[src/rtl/dmem_pkg.sv]
// Shared types and constants for the data-memory arbiter.
// The optional round-robin tie-break is selected with `DMEM_ARB_RR_EN`.
package dmem_pkg;

  localparam int DMEM_ADDR_W = 9;
  localparam int DMEM_DATA_W = 32;

  localparam logic PORT_CPU = 1'b0;
  localparam logic PORT_DBG = 1'b1;

  typedef enum logic [1:0] {
    IDLE = 2'd0,
    CMD  = 2'd1,
    RESP = 2'd2
  } state_t;

  // Word accesses must have the two low byte-address bits clear.
  function automatic logic is_aligned(input logic [1:0] lsb);
    return (lsb == 2'b00);
  endfunction

endpackage

[src/rtl/dmem_arb_pick.sv]
// Combinational two-way picker.
// With mode=1 a tie goes to the port that was not granted last.
// With mode=0 a tie always goes to the CPU port.
module dmem_arb_pick
  import dmem_pkg::*;
(
  input  logic [1:0] req,
  input  logic       last,
  input  logic       mode,
  output logic       winner,
  output logic       valid
);

  // Select a winner from the current request vector.
  always_comb begin
    valid  = |req;
    winner = PORT_CPU;
    if (req == 2'b11) begin
      winner = mode ? ~last : PORT_CPU;
    end else if (req == 2'b10) begin
      winner = PORT_DBG;
    end
  end

endmodule

[src/rtl/dmem_arbiter.sv]
// Two-port arbiter in front of the single-port data memory.
// Port 0 is the CPU load/store unit and port 1 is the debug/loader port.
// Each transaction takes exactly three cycles: IDLE -> CMD -> RESP.
// Define `DMEM_ARB_RR_EN` for a round-robin tie-break; otherwise port 0 has fixed priority.
module dmem_arbiter
  import dmem_pkg::*;
#(
  parameter int ADDR_W = DMEM_ADDR_W,
  parameter int DATA_W = DMEM_DATA_W
) (
  input  logic              clk,
  input  logic              rst_n,
  input  logic              p0_req,
  input  logic              p0_we,
  input  logic [ADDR_W-1:0] p0_addr,
  input  logic [DATA_W-1:0] p0_wdata,
  output logic              p0_gnt,
  output logic              p0_done,
  output logic              p0_err,
  output logic [DATA_W-1:0] p0_rdata,
  input  logic              p1_req,
  input  logic              p1_we,
  input  logic [ADDR_W-1:0] p1_addr,
  input  logic [DATA_W-1:0] p1_wdata,
  output logic              p1_gnt,
  output logic              p1_done,
  output logic              p1_err,
  output logic [DATA_W-1:0] p1_rdata,
  output logic              MemRead,
  output logic              MemWrite,
  output logic [ADDR_W-1:0] mem_addr,
  output logic [DATA_W-1:0] mem_wdata,
  input  logic [DATA_W-1:0] mem_rdata
);

`ifdef DMEM_ARB_RR_EN
  localparam logic RR_MODE = 1'b1;
`else
  localparam logic RR_MODE = 1'b0;
`endif

  state_t            state_q, state_d;
  logic              last_q, last_d;
  logic              id_q, id_d;
  logic              we_q, we_d;
  logic              err_q, err_d;
  logic [ADDR_W-1:0] addr_q, addr_d;
  logic [DATA_W-1:0] wdata_q, wdata_d;
  logic [DATA_W-1:0] p0_rdata_q, p0_rdata_d;
  logic [DATA_W-1:0] p1_rdata_q, p1_rdata_d;

  logic pick_id;
  logic pick_vld;
  logic aligned;

  dmem_arb_pick u_pick (
    .req    ({p1_req, p0_req}),
    .last   (last_q),
    .mode   (RR_MODE),
    .winner (pick_id),
    .valid  (pick_vld)
  );

  assign aligned  = is_aligned(addr_q[1:0]);
  assign p0_rdata = p0_rdata_q;
  assign p1_rdata = p1_rdata_q;

  // State and the latched transaction; reset abandons any transaction in flight.
  always_ff @(posedge clk or negedge rst_n) begin
    if (!rst_n) begin
      state_q    <= IDLE;
      last_q     <= PORT_DBG;
      id_q       <= PORT_CPU;
      we_q       <= 1'b0;
      err_q      <= 1'b0;
      addr_q     <= '0;
      wdata_q    <= '0;
      p0_rdata_q <= '0;
      p1_rdata_q <= '0;
    end else begin
      state_q    <= state_d;
      last_q     <= last_d;
      id_q       <= id_d;
      we_q       <= we_d;
      err_q      <= err_d;
      addr_q     <= addr_d;
      wdata_q    <= wdata_d;
      p0_rdata_q <= p0_rdata_d;
      p1_rdata_q <= p1_rdata_d;
    end
  end

  // Next-state logic and the per-state output decode.
  always_comb begin
    state_d    = state_q;
    last_d     = last_q;
    id_d       = id_q;
    we_d       = we_q;
    err_d      = err_q;
    addr_d     = addr_q;
    wdata_d    = wdata_q;
    p0_rdata_d = p0_rdata_q;
    p1_rdata_d = p1_rdata_q;
    p0_gnt     = 1'b0;
    p1_gnt     = 1'b0;
    p0_done    = 1'b0;
    p1_done    = 1'b0;
    p0_err     = 1'b0;
    p1_err     = 1'b0;
    MemRead    = 1'b0;
    MemWrite   = 1'b0;
    mem_addr   = '0;
    mem_wdata  = '0;

    case (state_q)
      IDLE: begin
        // The request is sampled only here; later changes on the inputs are ignored.
        if (pick_vld) begin
          id_d    = pick_id;
          we_d    = pick_id ? p1_we    : p0_we;
          addr_d  = pick_id ? p1_addr  : p0_addr;
          wdata_d = pick_id ? p1_wdata : p0_wdata;
          state_d = CMD;
        end
      end

      CMD: begin
        p0_gnt    = (id_q == PORT_CPU);
        p1_gnt    = (id_q == PORT_DBG);
        mem_addr  = addr_q;
        mem_wdata = wdata_q;
        // A misaligned access never touches the memory.
        MemWrite  = aligned & we_q;
        MemRead   = aligned & ~we_q;
        last_d    = id_q;
        err_d     = ~aligned;
        // Read data is captured here; writes and errors return zero.
        if (id_q == PORT_DBG) begin
          p1_rdata_d = (aligned && !we_q) ? mem_rdata : '0;
        end else begin
          p0_rdata_d = (aligned && !we_q) ? mem_rdata : '0;
        end
        state_d   = RESP;
      end

      RESP: begin
        p0_done = (id_q == PORT_CPU);
        p1_done = (id_q == PORT_DBG);
        p0_err  = (id_q == PORT_CPU) & err_q;
        p1_err  = (id_q == PORT_DBG) & err_q;
        state_d = IDLE;
      end

      default: state_d = IDLE;
    endcase
  end

endmodule

[config.mk]
export PLATFORM = sky130hd
export DESIGN_NAME = dmem_arbiter
export DESIGN_NICKNAME = d
export VERILOG_FILES = /design/src/rtl/dmem_pkg.sv /design/src/rtl/dmem_arb_pick.sv /design/src/rtl/dmem_arbiter.sv
export SDC_FILE = /design/constraint.sdc
export NUM_CORES = 1
export LEC_CHECK = 0
export ABC_AREA = 1
export CORE_ASPECT_RATIO = 1.75
export CORE_MARGIN = 2
export CORE_UTILIZATION = 35
export CTS_CLUSTER_SIZE = 25
export DETAILED_ROUTE_END_ITERATION = 6
export PLACE_DENSITY = 0.78
export SLEW_MARGIN = 40
export SYNTH_ARGS = -nofsm -noshare
export SYNTH_HDL_FRONTEND = slang
export SYNTH_SLANG_ARGS = --single-unit
[constraint.sdc]
create_clock -name clk -period 1.21 [get_ports clk]
set_input_delay 0.1815 -clock clk [delete_from_list [all_inputs] [get_ports clk]]
set_output_delay 0.1815 -clock clk [all_outputs]
set_load 0.05 [all_outputs]
# Word-level counts from Yosys, hierarchy flattened
# Index checks and enable logic that the tools add are counted.
# word_totals
regBits	110
inputBits	120
out_inout_bits	113
elab_cells	46
# classes
eq_ne	5
muxes	18
bitwise	7
reduce_logical	8
# ops
op	n
$mux W32	3
$mux W9	2
$mux W1	11
$eq A2 B2 Y1 const B	3
$reduce_and A2 Y1	3
$and A1 B1 Y1	4
$logic_not A2 Y1	2
$pmux W2 S2	1
$not A1 Y1	3
$eq A2 B1 Y1 const B	1
$mux W2	1
$ne A2 B2 Y1 const B	1
$reduce_or A2 Y1	1
$logic_and A1 B1 Y1	1
$logic_not A1 Y1	1

# Longest topological paths before layout
# Gate-level depths: netlist of the first run.
# logic_depth
word_depth	4
ltp_mapped	7
ltp_nobuf	6

# By module
# From an unflattened synthesis of the first run, not the netlist that was laid out.
# hier_totals
cells_unflattened	685
hier_area_um2	5301.3
# by_module_without_submodules
module	instances	cells_per_inst	area_each_um2	seq_area_each_um2
dmem_arbiter	1	676	5262.5	2778.9
dmem_arb_pick	1	9	38.8	0.0

# Worst setup path before layout of the first run
# No wires, ideal clock.
# synth_path
kind	register -> output
start	reg addr_q[1]
end	out MemRead
arrival_ps	1867
t_required_ps	1028
path_slack_ps	-838
path_stages_with_launch	5
path_buffers	1
path_cell_list	dfrtp_1 nor2_4 buf_2 inv_2 nor3_1
# synth_via
elab_chain_cells	3
# synth_lines
element	line	text
start: declaration	dmem_arbiter.sv:47	logic [ADDR_W-1:0] addr_q, addr_d;
start signal: assignment	dmem_arbiter.sv:86	addr_q <= addr_d;
$logic_not A2 Y1	dmem_pkg.sv:19	return (lsb == 2'b00);
$and A1 B1 Y1	dmem_arbiter.sv:134	MemRead = aligned & ~we_q;
$mux W1	dmem_arbiter.sv:115	case (state_q)
end: declaration	dmem_arbiter.sv:29	output logic MemRead,
# Every way passes these cells.

# Worst setup path after layout of the first run
# layout_path
start	reg state_q[1]
end	out p0_gnt
# layout_via
elab_chain_cells	2
# layout_lines
element	line	text
start: declaration	dmem_arbiter.sv:42	state_t state_q, state_d;
start signal: assignment	dmem_arbiter.sv:81	state_q <= state_d;
$eq A2 B1 Y1	dmem_arbiter.sv:115	
$mux W1	dmem_arbiter.sv:115	
end: declaration	dmem_arbiter.sv:17	output logic p0_gnt,
# Every way passes these cells.

==> results of run 1 <==
## flip-flops by register name (all words and copies together), names as in the netlist
| name | cells |
|---|---|
| addr_q | 9 |
| wdata_q | 32 |
| we_q | 1 |
| state_q | 2 |
| id_q | 1 |
| err_q | 1 |
| p1_rdata | 32 |
| p0_rdata | 32 |
## placed cells by master, fill, tap and decap left out
cell type	netlist	routed
sky130_fd_sc_hd__nand2_8	0	1
sky130_fd_sc_hd__nand3_4	0	2
sky130_fd_sc_hd__nand2_2	1	2
sky130_fd_sc_hd__clkbuf_8	0	1
sky130_fd_sc_hd__inv_2	5	3
sky130_fd_sc_hd__clkbuf_16	0	9
sky130_fd_sc_hd__clkinvlp_4	0	3
sky130_fd_sc_hd__nor2_4	2	50
sky130_fd_sc_hd__inv_8	0	2
sky130_fd_sc_hd__buf_8	0	16
sky130_fd_sc_hd__nor2_8	1	1
sky130_fd_sc_hd__o21ai_0	43	31
sky130_fd_sc_hd__o21ai_4	0	1
sky130_fd_sc_hd__inv_6	0	1
sky130_fd_sc_hd__dfrtp_1	110	109
sky130_fd_sc_hd__clkdlybuf4s50_1	0	117
sky130_fd_sc_hd__buf_16	0	1
sky130_fd_sc_hd__clkinv_4	0	2
sky130_fd_sc_hd__bufinv_16	0	1
sky130_fd_sc_hd__inv_4	0	2
sky130_fd_sc_hd__nand2_1	277	275
sky130_fd_sc_hd__nor2_2	1	1
sky130_fd_sc_hd__inv_1	46	43
sky130_fd_sc_hd__buf_12	0	84
sky130_fd_sc_hd__dlygate4sd3_1	0	1
sky130_fd_sc_hd__buf_2	22	1
sky130_fd_sc_hd__nand3_1	75	75
sky130_fd_sc_hd__buf_6	16	30
sky130_fd_sc_hd__buf_4	5	28
sky130_fd_sc_hd__o21ai_1	23	35
sky130_fd_sc_hd__nor3_4	0	4
sky130_fd_sc_hd__dfrtp_2	0	1
## how the worst max path moves through the flow
stage	to	cells after the start	from
finish	p0_gnt	6	state_q[1]$_DFFE_PN0P_
global route	p1_gnt	6	state_q[1]$_DFFE_PN0P_
CTS	mem_addr[3]	6	state_q[0]$_DFFE_PN0P_
detailed placement	id_q$_DFFE_PN0P_	4	p0_req
global placement	id_q$_DFFE_PN0P_	4	p0_req
floorplan	MemRead	4	addr_q[0]$_DFFE_PN0P_
## per-stage QoR
stage	setup TNS [ns]	util [%]
floorplan	-4.618	-
global placement	-24.70	59.96
detailed placement	-26.93	59.96
CTS	-39.77	64.04
global route	-48.02	65.16
finish	-35.79	65.16
## metal layers
metal	wire, um	vias to the layer above	track usage, %
met3	877	33	3.483
met1	5845	2498	22.77
met5	0	-	0
met2	9353	205	37.50
met4	500	0	7.103
li1	-	2618	-
## cell families after synthesis
logic type	count (synthesis)	share of synthesized area [%]
compound gates	67	6.405
buf+inv	96	9.951
flops	110	52.00
simple gates	407	31.65
## worst max-delay path, stage by stage (launching register included)
cell,delay (ns)
sky130_fd_sc_hd__dfrtp_1,0.41
sky130_fd_sc_hd__buf_4,0.19
sky130_fd_sc_hd__inv_2,0.05
sky130_fd_sc_hd__buf_4,0.15
sky130_fd_sc_hd__nand3_4,0.10
sky130_fd_sc_hd__clkinvlp_4,0.12
sky130_fd_sc_hd__buf_12,0.15
## area by class of cell
class / count / area, um^2 / share of cell area (%)
clock buffer: 10 / 239.0 / 2.472
clock inverter: 6 / 77.57 / 0.8024
tap: 183 / 229.0 / 2.368
multi-input combinational: 478 / 2476 / 25.61
inverter: 51 / 209.0 / 2.161
timing repair buffer: 278 / 3684 / 38.10
sequential: 110 / 2754 / 28.48
## repair_timing
item	4_1_cts	5_1_grt
buffers inserted	7	2
resized for setup	50	38
endpoints found under the hold margin	14	0
setup endpoints to repair	155	157
pin swaps	8	4
cloned	3	2
hold buffers	1	0
## power groups by stage
| stage | logic (mW) | clock network [mW] | registers [mW] |
|---|---|---|---|
| 2_1_floorplan | 6.92 | 0 | 8.73 |
| 3_3_place_gp | 15.5 | 0 | 6.47 |
| 3_5_place_dp | 15.7 | 0 | 6.53 |
| 4_1_cts | 16.6 | 3.20 | 6.47 |
| 5_1_grt | 17.9 | 3.34 | 6.64 |
| 6_report | 17.0 | 3.08 | 6.46 |
==> impl_summary.md, run 1 <==
Setup path
The type of origin of the critical path is a flip-flop. The endpoint kind of the worst setup timing path is an output pin. Setup slack on the worst reg-to-reg path comes out at -0.19 ns. Of all nets on the critical path, the largest fanout is 4. The worst register-to-register path begins at state_q[1]$_DFFE_PN0P_.

At the worst endpoint, the required time is 1.03 ns. The critical path arrival is 1.49 ns. Counting cells, the worst reg-to-reg path comes to 7. The worst flop-to-flop path endpoint is p1_rdata[20]$_DFFE_PN0P_. The kind of critical path is reg -> out.

Floorplan
In this run the vertical extent of the chip is 166.7 um. The floorplan has 59 rows. The floorplan step defined a die boundary enclosing between 15000 and 20000 um^2. The initial core utilization is 35.68%. The x dimension of the die is about 97 um.

The top-level port count is 233. The core region area is 14840 um^2.

STA
Hold timing on the final database bottoms out at a slack of about 0.26 ns. The hold violation count in the final report is 0. The worst pin sits at a relative slew slack of 72.81%. The count of final max-slew check failures came to 0.

The worst path in the final design needs a cycle of 1.674 ns, including I/O delays and setup. The worst clock skew is 0.007476 ns. Setup repair after global routing could not meet its margin everywhere. Across all setup checks in the final design, the least slack found is -0.4641 ns.

The upper clock frequency limit is 597.3 MHz. At the pin with the least slew margin, the transition time is 0.4068 ns. The final critical-path share of the clock period is 138.4%. Setup violations remaining at the end of the flow were counted as 157.

Yosys
The most common cell in the synthesized netlist is sky130_fd_sc_hd__nand2_1. By count the netlist is led by 277 x sky130_fd_sc_hd__nand2_1, 110 x sky130_fd_sc_hd__dfrtp_1, 75 x sky130_fd_sc_hd__nand3_1. The number of distinct library cell variants in the gate-level netlist after synthesis is 19. The leading area contributor after synthesis is sky130_fd_sc_hd__dfrtp_1. In this run, synthesis produced a sequential element count of 110. After synthesis, the share of flip-flops with an asynchronous set or reset is 100.0%. The fraction of synthesized cell area taken by the top area cell type is 52.00%. After synthesis, flip-flops and latches occupy 52.00% of the total area. Synthesis produced 680 cells. Ranked by total cell area, the synthesized netlist is headed by sky130_fd_sc_hd__dfrtp_1 52%, sky130_fd_sc_hd__nand2_1 20%, sky130_fd_sc_hd__nand3_1 7.1%. Counting every net in the synthesized netlist gives 800.

The Yosys step of the flow raised 0 warnings. In the synthesized netlist the dominant register cell turns out to be sky130_fd_sc_hd__dfrtp_1. The cell area after synthesis is roughly 5300 um^2. A synthesized cell averages between 7 and 8 um^2. Counting flops with a built-in enable in the synthesized netlist gives 0.

CTS
The clock latency of the later-clocked register in the worst-skew pair is between 0.3 and 0.4 ns. Counting along the longest clock path gives a buffer depth of 2. The cell sitting at the root of the clock tree is a sky130_fd_sc_hd__clkbuf_16.

The clock buffer count from CTS is 9. The clock tree from TritonCTS is built. The depth of the CTS H-tree is 3.

The count of clock tree sinks is 110. After clock tree synthesis, the clock-pin slew on the worst setup and hold paths is 0.07 ns.

Final layout
Relative to the synthesized area, the layout overhead comes to 82.63%. 0 antenna diodes ended up in the layout. The fraction of layout instances using a drive strength above 1 is 26.47%. The number of fill cells is 1144. For this run, the post-layout net count is 1048. The number of standard cells in the final layout excluding fillers is roughly 1100. Once layout is done, the placed cells without fillers occupy 9668 um^2.

Power and ir drop
Of the total power, the share spent switching nets is between 40% and 50%. The switching power is 12.50 mW. The design internal power is 14.01 mW. Dividing total power by cell area gives a power density of 2742 nW/um^2. The sequential fraction of design power is ~24%. The maximum resistive drop on vdd is 1.061 mV.

Per report_power, the clock group accounts for 11.6% of the total. Of the total power, combinational logic draws 64.0%. The total leakage power is 4.496 nW.

The total power consumption of the routed design is 26.51 mW.

Global routing
The initial antenna violation count was 0. The via count of the first global-routing pass is 5233. For this run the aggregate overflow at the end of global routing stands at 0. The global-route usage over all layers is 20.11%. The largest net degree at the start of global routing is 55. The first-pass GRT wire length is 26.42 mm.

Detailed routing
The number of design-rule violations left by the first detailed-router iteration is 199. The number of detailed-routing iterations run before antenna repair is 5. Using the TritonRoute via totals, the vias-per-cell ratio works out to 4.797. The final layout contains routed wiring with a total length of 16.58 mm. The final routed DRC violation total is 0. The average routed wire per standard cell is approximately 15 um.

The overall via count from detail_route is 5354. In this run the remaining antenna-violating nets after routing total 0.

Run status
The run finished, with violations left. The checks that failed: negative setup slack.

Placed design
The worst slack at placement is -0.4995 ns. Once detailed placement completed, the half-perimeter wirelength came to between 10 and 15 mm. The final weighted congestion in routability-driven placement is 0.7875. The number of buffers added on ports is 232. In this run the cell area measured after placement is 8897 um^2.

The number of placed instances, taps included, is between 1000 and 1500.

Min path
The type of the tightest min-delay check is in -> async.

Flow run
The max capacitance violation total is 0.
(Power assumes the default switching activity.)
==> inputs of run 2 (changes only) <==
--- a/config.mk
+++ b/config.mk
@@ -11,6 +11,7 @@
 export CORE_UTILIZATION = 35
 export CTS_CLUSTER_SIZE = 25
 export DETAILED_ROUTE_END_ITERATION = 6
+export GPL_ROUTABILITY_DRIVEN = 0
 export PLACE_DENSITY = 0.78
 export SLEW_MARGIN = 40
 export SYNTH_ARGS = -nofsm -noshare
==> constraint.sdc (replaced) <==
create_clock -name clk -period 1.7 [get_ports clk]
set_input_delay 0.34 -clock clk [delete_from_list [all_inputs] [get_ports clk]]
set_output_delay 0.34 -clock clk [all_outputs]
set_load 0.05 [all_outputs]
==> impl_summary.md, run 2 (same netlist as run 1, synthesis figures left out) <==
Setup path
The sum of buffers and inverters on the critical path is 3 (-2). The cell depth of the worst flop-to-flop path came to 6 (-1). By startpoint and endpoint, the worst setup path is classified as reg -> out. Traced cell by cell, the critical path runs through nor2_4, inv_6, buf_4, nor3_4, buf_12.

Following the worst setup path forward leads to its endpoint at MemRead. The setup slack on the worst flop-to-flop path is 0.14 ns (+0.33 ns). The type of origin of the critical path is a flip-flop. In this design, the largest share of critical-path delay is due to flip-flops.

Among all stages on the critical path, the largest delay is contributed by sky130_fd_sc_hd__dfrtp_1. The total number of cells along the worst setup path is 5 (-1). The worst stage delay on the critical path is 0.41 ns (about the same). The worst-path maximum fanout is 6 (+2).

The worst setup path is captured at an output pin. The worst flop-to-flop path endpoint is id_q$_DFFE_PN0P_. The critical path arrival came to 1.48 ns (about the same).

The data required time of the critical path is 1.36 ns (+0.33 ns). In this run the critical register-to-register path is launched from state_q[0]$_DFFE_PN0P_. The timing startpoint of the critical path is state_q[1]$_DFFE_PN0P_.

Power and ir drop
The total power density per cell area is 1919 nW/um^2 (-30%). The maximum resistive drop on vdd came to 1.024 mV (-3.5%). The total leakage power is 4.189 nW (-6.8%).

STA
The relative slew slack is 60.79% (-12 points). Subtracting the final worst setup slack from the clock period gives 1.819 ns. The count of endpoints failing setup in the final report is 44 (-72%). The transition time at the pin with the least slew margin is 0.5882 ns (+0.1813 ns).

The hold violation count in the final report is 0 (unchanged). The upper clock frequency limit is about 550 MHz. Dividing the final minimum period by the clock period gives 107.0%.

The worst clock skew is 0.01028 ns (+0.002803 ns). The final setup slack of the worst path is -0.1193 ns (+0.3448 ns). Setup repair after global routing could not meet its margin everywhere. The count of final max-slew check failures was 0 (unchanged).

Global routing
The initial antenna violation count was 0 (unchanged). The residual overflow from global routing came to 0 (unchanged). The via count of the first global-routing pass is 5220 (-0.25%). The largest net degree at the start of global routing came to 57 (+3.6%). The global-route usage over all layers is 19.07% (-1.0 points). The first-pass GRT wire length is 25.45 mm (-3.7%).

Detailed routing
The average routed wire per standard cell is 14.04 um (-5.5%). The via count normalized by instance count is 4.751 (-0.96%). The overall via count from detail_route is 5217 (-2.6%). The final routed DRC violation total is 0 (unchanged). The wire length reported by the detailed router is 15.42 mm (-7.0%). The post-detailed-route count of antenna-violating nets is 0 (unchanged).

The number of design-rule violations left by the first detailed-router iteration is 142 (-29%). The number of detailed-routing iterations run before antenna repair is 4 (-1).

Floorplan
The area of the die is 16160 um^2 (unchanged). The vertical die dimension is 166.7 um (unchanged). The top-level port count is 233 (unchanged). The row count is 59 (unchanged). The initial core utilization is 35.68% (unchanged).

The x dimension of the die came to 96.97 um (unchanged). The core region area is 14840 um^2 (unchanged).

Final layout
The count of antenna diodes in the layout is 0 (unchanged). The layout net count is 1030 (-1.7%). The library cells used most frequently in the layout, excluding fill and tap cells, are 275 x sky130_fd_sc_hd__nand2_1, 117 x sky130_fd_sc_hd__clkdlybuf4s50_1, 109 x sky130_fd_sc_hd__dfrtp_1, 84 x sky130_fd_sc_hd__buf_4, 75 x sky130_fd_sc_hd__nand3_1. The most common cell after layout, fill and taps aside is sky130_fd_sc_hd__nand2_1. From synthesis to final layout, the design area changed by 61.14%.

The fraction of layout instances using a drive strength above 1 is 24.92% (-1.6 points). The number of fill cells is 1316 (+15%). The final standard cell utilization of the core came to 57.49% (-7.7 points).

CTS
The count of clock tree sinks is 110 (unchanged). The depth of the CTS H-tree was 3 (unchanged). The register clock-pin slew on the reported worst setup and hold paths is 0.08 ns (about the same). The tree is rooted in a sky130_fd_sc_hd__clkbuf_16. The maximum buffer depth of the clock tree is 2 (unchanged). The clock buffer count from CTS is 9 (unchanged). The clock tree from TritonCTS is built. The clock latency of the later-clocked register in the worst-skew pair was 0.35 ns (about the same).

Placed design
The worst slack at placement was -0.1426 ns (+0.3569 ns). The number of buffers added on ports came to 232 (unchanged). The HPWL after detailed placement is 11.02 mm (-6.8%).

Flow run
The max capacitance violation total is 0 (unchanged).

Run status
The final reports fail on negative setup slack. The flow ran to the end, but the final reports show violations.

Min path
In this run the worst hold path is classified as in -> async.
## run 2: worst min path at each step
stage | endpoint | slack [ns] | cells past startpoint
after CTS | p0_rdata[28]$_DFFE_PN0P_ | 0.35 | 2
after global routing | p0_rdata[24]$_DFFE_PN0P_ | 0.37 | 2
after floorplan | addr_q[0]$_DFFE_PN0P_ | 0.04 | 0
after global placement | p1_rdata[24]$_DFFE_PN0P_ | 0.19 | 1
after detailed placement | p0_rdata[28]$_DFFE_PN0P_ | 0.19 | 1
final | p0_rdata[24]$_DFFE_PN0P_ | 0.38 | 2
## run 2: layout make-up
class | count | area, um^2 | share of cell area [%]
clock buffer | 9 | 225.2 | 2.640
clock inverter | 7 | 91.34 | 1.071
inverter | 51 | 202.7 | 2.376
multi-input combinational | 474 | 2323 | 27.24
sequential | 110 | 2754 | 32.28
tap | 183 | 229.0 | 2.684
timing repair buffer | 264 | 2705 | 31.71
## run 2: per-stage QoR
stage | total power [mW] | hold slack (ns) | std cells | area [um^2] | setup TNS (ns)
2_1_floorplan | 10.44 | 0.04441 | 680 | 5410 | -0.6847
3_3_place_gp | 13.12 | 0.1900 | 1071 | 7701 | -2.830
3_5_place_dp | 13.23 | 0.1916 | 1071 | 7701 | -4.178
4_1_cts | 16.13 | 0.3531 | 1094 | 8356 | -3.607
5_1_grt | 17.34 | 0.3664 | 1098 | 8531 | -6.548
6_report | 16.37 | 0.3758 | 1098 | 8531 | -3.620
## run 2: power by group
part,internal (mW),switching [mW],leakage (nW)
logic,3.27,6.58,2.60
registers,3.70,0.623,1.43
clock network,1.18,1.01,0.156
total,8.15,8.22,4.19
## run 2: what timing repair did
| item | in CTS | in global routing |
|---|---|---|
| hold endpoints to repair | 8 | 0 |
| buffers inserted | 5 | 4 |
| resized for setup | 67 | 34 |
| cloned | 1 | 0 |
| hold buffers | 1 | 0 |
| endpoints found under the setup margin | 46 | 49 |
| pin swaps | 1 | 2 |
## run 2: per-layer routing
metal	vias to the layer above	share of wire, %	track usage, %
li1	2580	-	-
met1	2406	38	22.60
met2	201	54	34.54
met3	30	4.8	2.560
met4	0	2.9	7.593
met5	-	0	0
==> inputs of run 3 (changes only) <==
--- a/config.mk
+++ b/config.mk
@@ -13,6 +13,7 @@
 export DETAILED_ROUTE_END_ITERATION = 6
 export GPL_ROUTABILITY_DRIVEN = 0
 export PLACE_DENSITY = 0.78
+export SETUP_SLACK_MARGIN = 0.3
 export SLEW_MARGIN = 40
 export SYNTH_ARGS = -nofsm -noshare
 export SYNTH_HDL_FRONTEND = slang
==> constraint.sdc (replaced) <==
create_clock -name clk -period 2 [get_ports clk]
set_input_delay 0.4 -clock clk [delete_from_list [all_inputs] [get_ports clk]]
set_output_delay 0.4 -clock clk [all_outputs]
set_load 0.05 [all_outputs]
==> impl_summary.md, run 3 (same netlist as run 1, synthesis figures left out) <==
Run status
The flow ran to the end, and the final reports show no timing, DRC or antenna violations.

STA
The hold violation count in the final report is 0 (unchanged). The worst hold margin came to 0.4367 ns (+0.06093 ns). The sum of negative setup slack is 0 ns (+3.620 ns). The final setup slack of the worst path is 0.03592 ns (+0.1552 ns). Setup repair after global routing could not meet its margin everywhere. The final period demand of the worst path is 1.964 ns. The final critical-path share of the clock period is between 90% and 100%.

The upper clock frequency limit is 509.1 MHz. The count of final max-slew check failures was 0 (unchanged). The relative slew slack is 60.03% (-0.75 points). The worst clock skew came to 0.008438 ns (-0.001842 ns). The count of endpoints failing setup in the final report was 0 (-100%). The transition time at the pin with the least slew margin is 0.5981 ns (+0.009889 ns).

Power and ir drop
The total power density per cell area was 1597 nW/um^2 (-17%). The total leakage power was 4.321 nW (+3.1%). The maximum resistive drop on vdd is 0.9702 mV (-5.2%). The total power consumption of the routed design is 13.94 mW (-15%).

Global routing
The residual overflow from global routing is 0 (unchanged). The global-route usage over all layers is 19.44% (+0.37 points). The first-pass GRT wire length was 25.49 mm (+0.13%). The via count of the first global-routing pass is 5116 (-2.0%). The fraction of met3 tracks used by global routing was 3.021% (+0.46 points). The routing layer with the top usage in global route is met2. The initial antenna violation count is 0 (unchanged). The largest net degree at the start of global routing is 69 (+21%).

The met2 global-route usage is 36.71% (+2.2 points). The global routing usage on met1 is 21.94% (-0.66 points).

Final layout
Compared with the post-synthesis result, the final layout area differs by 64.90%. The layout net count is 1029 (-0.097%). In the layout the commonest cells are 276 x sky130_fd_sc_hd__nand2_1, 117 x sky130_fd_sc_hd__clkdlybuf4s50_1, 109 x sky130_fd_sc_hd__dfrtp_1, 75 x sky130_fd_sc_hd__nand3_1, 59 x sky130_fd_sc_hd__dlygate4sd2_1. The final standard cell utilization of the core is 58.83% (+1.3 points). The number of standard cells in the final layout excluding fillers is 1097 (-0.091%). The count of antenna diodes in the layout came to 0 (unchanged). The fraction of layout instances using a drive strength above 1 came to 17.83% (-7.1 points).

The area of all placed cells without fillers is 8730 um^2 (+2.3%). The most common cell after layout, fill and taps aside is sky130_fd_sc_hd__nand2_1.

Placed design
The cell total after placement was 1065 (-0.56%). The cell area after placement is 7774 um^2 (+0.94%). The worst slack at placement is 0.09409 ns (+0.2367 ns).

The HPWL after detailed placement is 11.14 mm (+1.1%). The number of buffers added on ports is 232 (unchanged).

CTS
The clock buffer count from CTS came to 9 (unchanged). The register clock-pin slew on the reported worst setup and hold paths was 0.07 ns (about the same). The clock latency of the later-clocked register in the worst-skew pair is 0.35 ns (about the same). The depth of the CTS H-tree is 3 (unchanged). The count of clock tree sinks was 110 (unchanged). The clock tree from TritonCTS is built. The maximum buffer depth of the clock tree is 2 (unchanged). The master cell of the clock root buffer is sky130_fd_sc_hd__clkbuf_16.

Detailed routing
The final routed DRC violation total is 0 (unchanged). The number of design-rule violations left by the first detailed-router iteration is 127 (-11%). The post-detailed-route count of antenna-violating nets is 0 (unchanged). The average routed wire per standard cell came to 14.74 um (+5.0%).

The number of detailed-routing iterations run before antenna repair came to 4 (unchanged). The via count normalized by instance count is 4.739 (-0.25%). The overall via count from detail_route came to 5199 (-0.35%).

The wire length reported by the detailed router is 16.17 mm (+4.9%).

Setup path
The cell depth of the worst flop-to-flop path came to 7 (+1). The endpoint kind of the worst setup timing path is an output pin. The worst-path maximum fanout is 7 (+1). The setup slack on the worst flop-to-flop path is 0.38 ns (+0.24 ns).

On the critical path, the stage with the largest delay is an instance of sky130_fd_sc_hd__dfrtp_2. Walking the worst path, the cells encountered are nor2_4, inv_8, buf_12, buf_16, nor2_4, buf_6. The critical path arrival is 1.56 ns (+0.08 ns).

The endpoint identified for the worst register-to-register timing path is wdata_q[15]$_DFFE_PN0P_. The critical path is of the reg -> out type. Counting stages on the worst path, the most repeated cell is sky130_fd_sc_hd__nor2_4. The worst flop-to-flop path startpoint is state_q[1]$_DFFE_PN0P_.

The worst setup path is launched from a flip-flop. Tracing the worst setup path back leads to its startpoint at state_q[1]$_DFFE_PN0P_. The critical path endpoint is mem_wdata[11]. The worst stage delay on the critical path was 0.44 ns (+0.03 ns). The data required time of the critical path came to 1.60 ns (+0.24 ns).

Floorplan
The area of the die came to 16160 um^2 (unchanged). The row count is 59 (unchanged). The initial core utilization is 35.68% (unchanged). The vertical die dimension was 166.7 um (unchanged). The top-level port count is 233 (unchanged). The core region area is 14840 um^2 (unchanged). The x dimension of the die is 96.97 um (unchanged).

Flow run
The max capacitance violation total is 0 (unchanged).

Min path
The type of the tightest min-delay check is in -> reg.
## run 3: cell count changes in the layout (fill, tap and decap cells not counted), sizes merged
cell,delta
buf,-65
bufinv,-1
clkbuf,+1
clkdlybuf4s15,+3
clkinv,-3
clkinvlp,+1
dlygate4sd2,+59
inv,+3
nor2,+1
## run 3: how the worst min path moves through the flow
stage / startpoint / endpoint / depth (start not counted)
after floorplan: rst_n / addr_q[0]$_DFFE_PN0P_ / 0
after global placement: rst_n / p0_rdata[30]$_DFFE_PN0P_ / 1
after detailed placement: rst_n / p1_rdata[30]$_DFFE_PN0P_ / 1
after CTS: p1_req / id_q$_DFFE_PN0P_ / 3
after global routing: p1_req / id_q$_DFFE_PN0P_ / 3
final: p1_req / id_q$_DFFE_PN0P_ / 3
## run 3: metal layers
metal	vias up	part of all wire [%]	wire [um]
li1	2574	-	-
met1	2415	37	5975
met2	185	56	8980
met3	25	5.1	827
met4	0	2.4	387
met5	-	0	0
## run 3: final cells by class
type,count,area (um^2)
Clock inverter,6,55.05
Timing Repair Buffer,261,2854
Clock buffer,10,229.0
Tap cell,183,229.0
Fill cell,1296,6108
Multi-Input combinational cell,475,2394
Inverter,51,209.0
Timing Repair inverter,1,6.256
Sequential cell,110,2754
## run 3: what timing repair did
action                                  4_1_cts  5_1_grt
setup buffers                                 9        2
hold endpoints to repair                     17        0
resized for setup                           137       70
hold buffers                                  1        0
endpoints found under the setup margin      110       80
pin swaps                                     1        2
cloned                                        3        1
## run 3: worst max-delay path, delay by kind of cell (launching register included)
kind | cells | cell delay [ns]
buffers and inverters | 4 | 0.53
AND/OR/NAND/NOR | 2 | 0.25
flip-flops | 1 | 0.44
## run 3: where the power goes
part	internal (mW)	switching, mW	total (mW)
combinational	2.79	5.79	8.58
clock	0.871	0.851	1.72
sequential	3.14	0.500	3.64
total	6.81	7.14	13.9
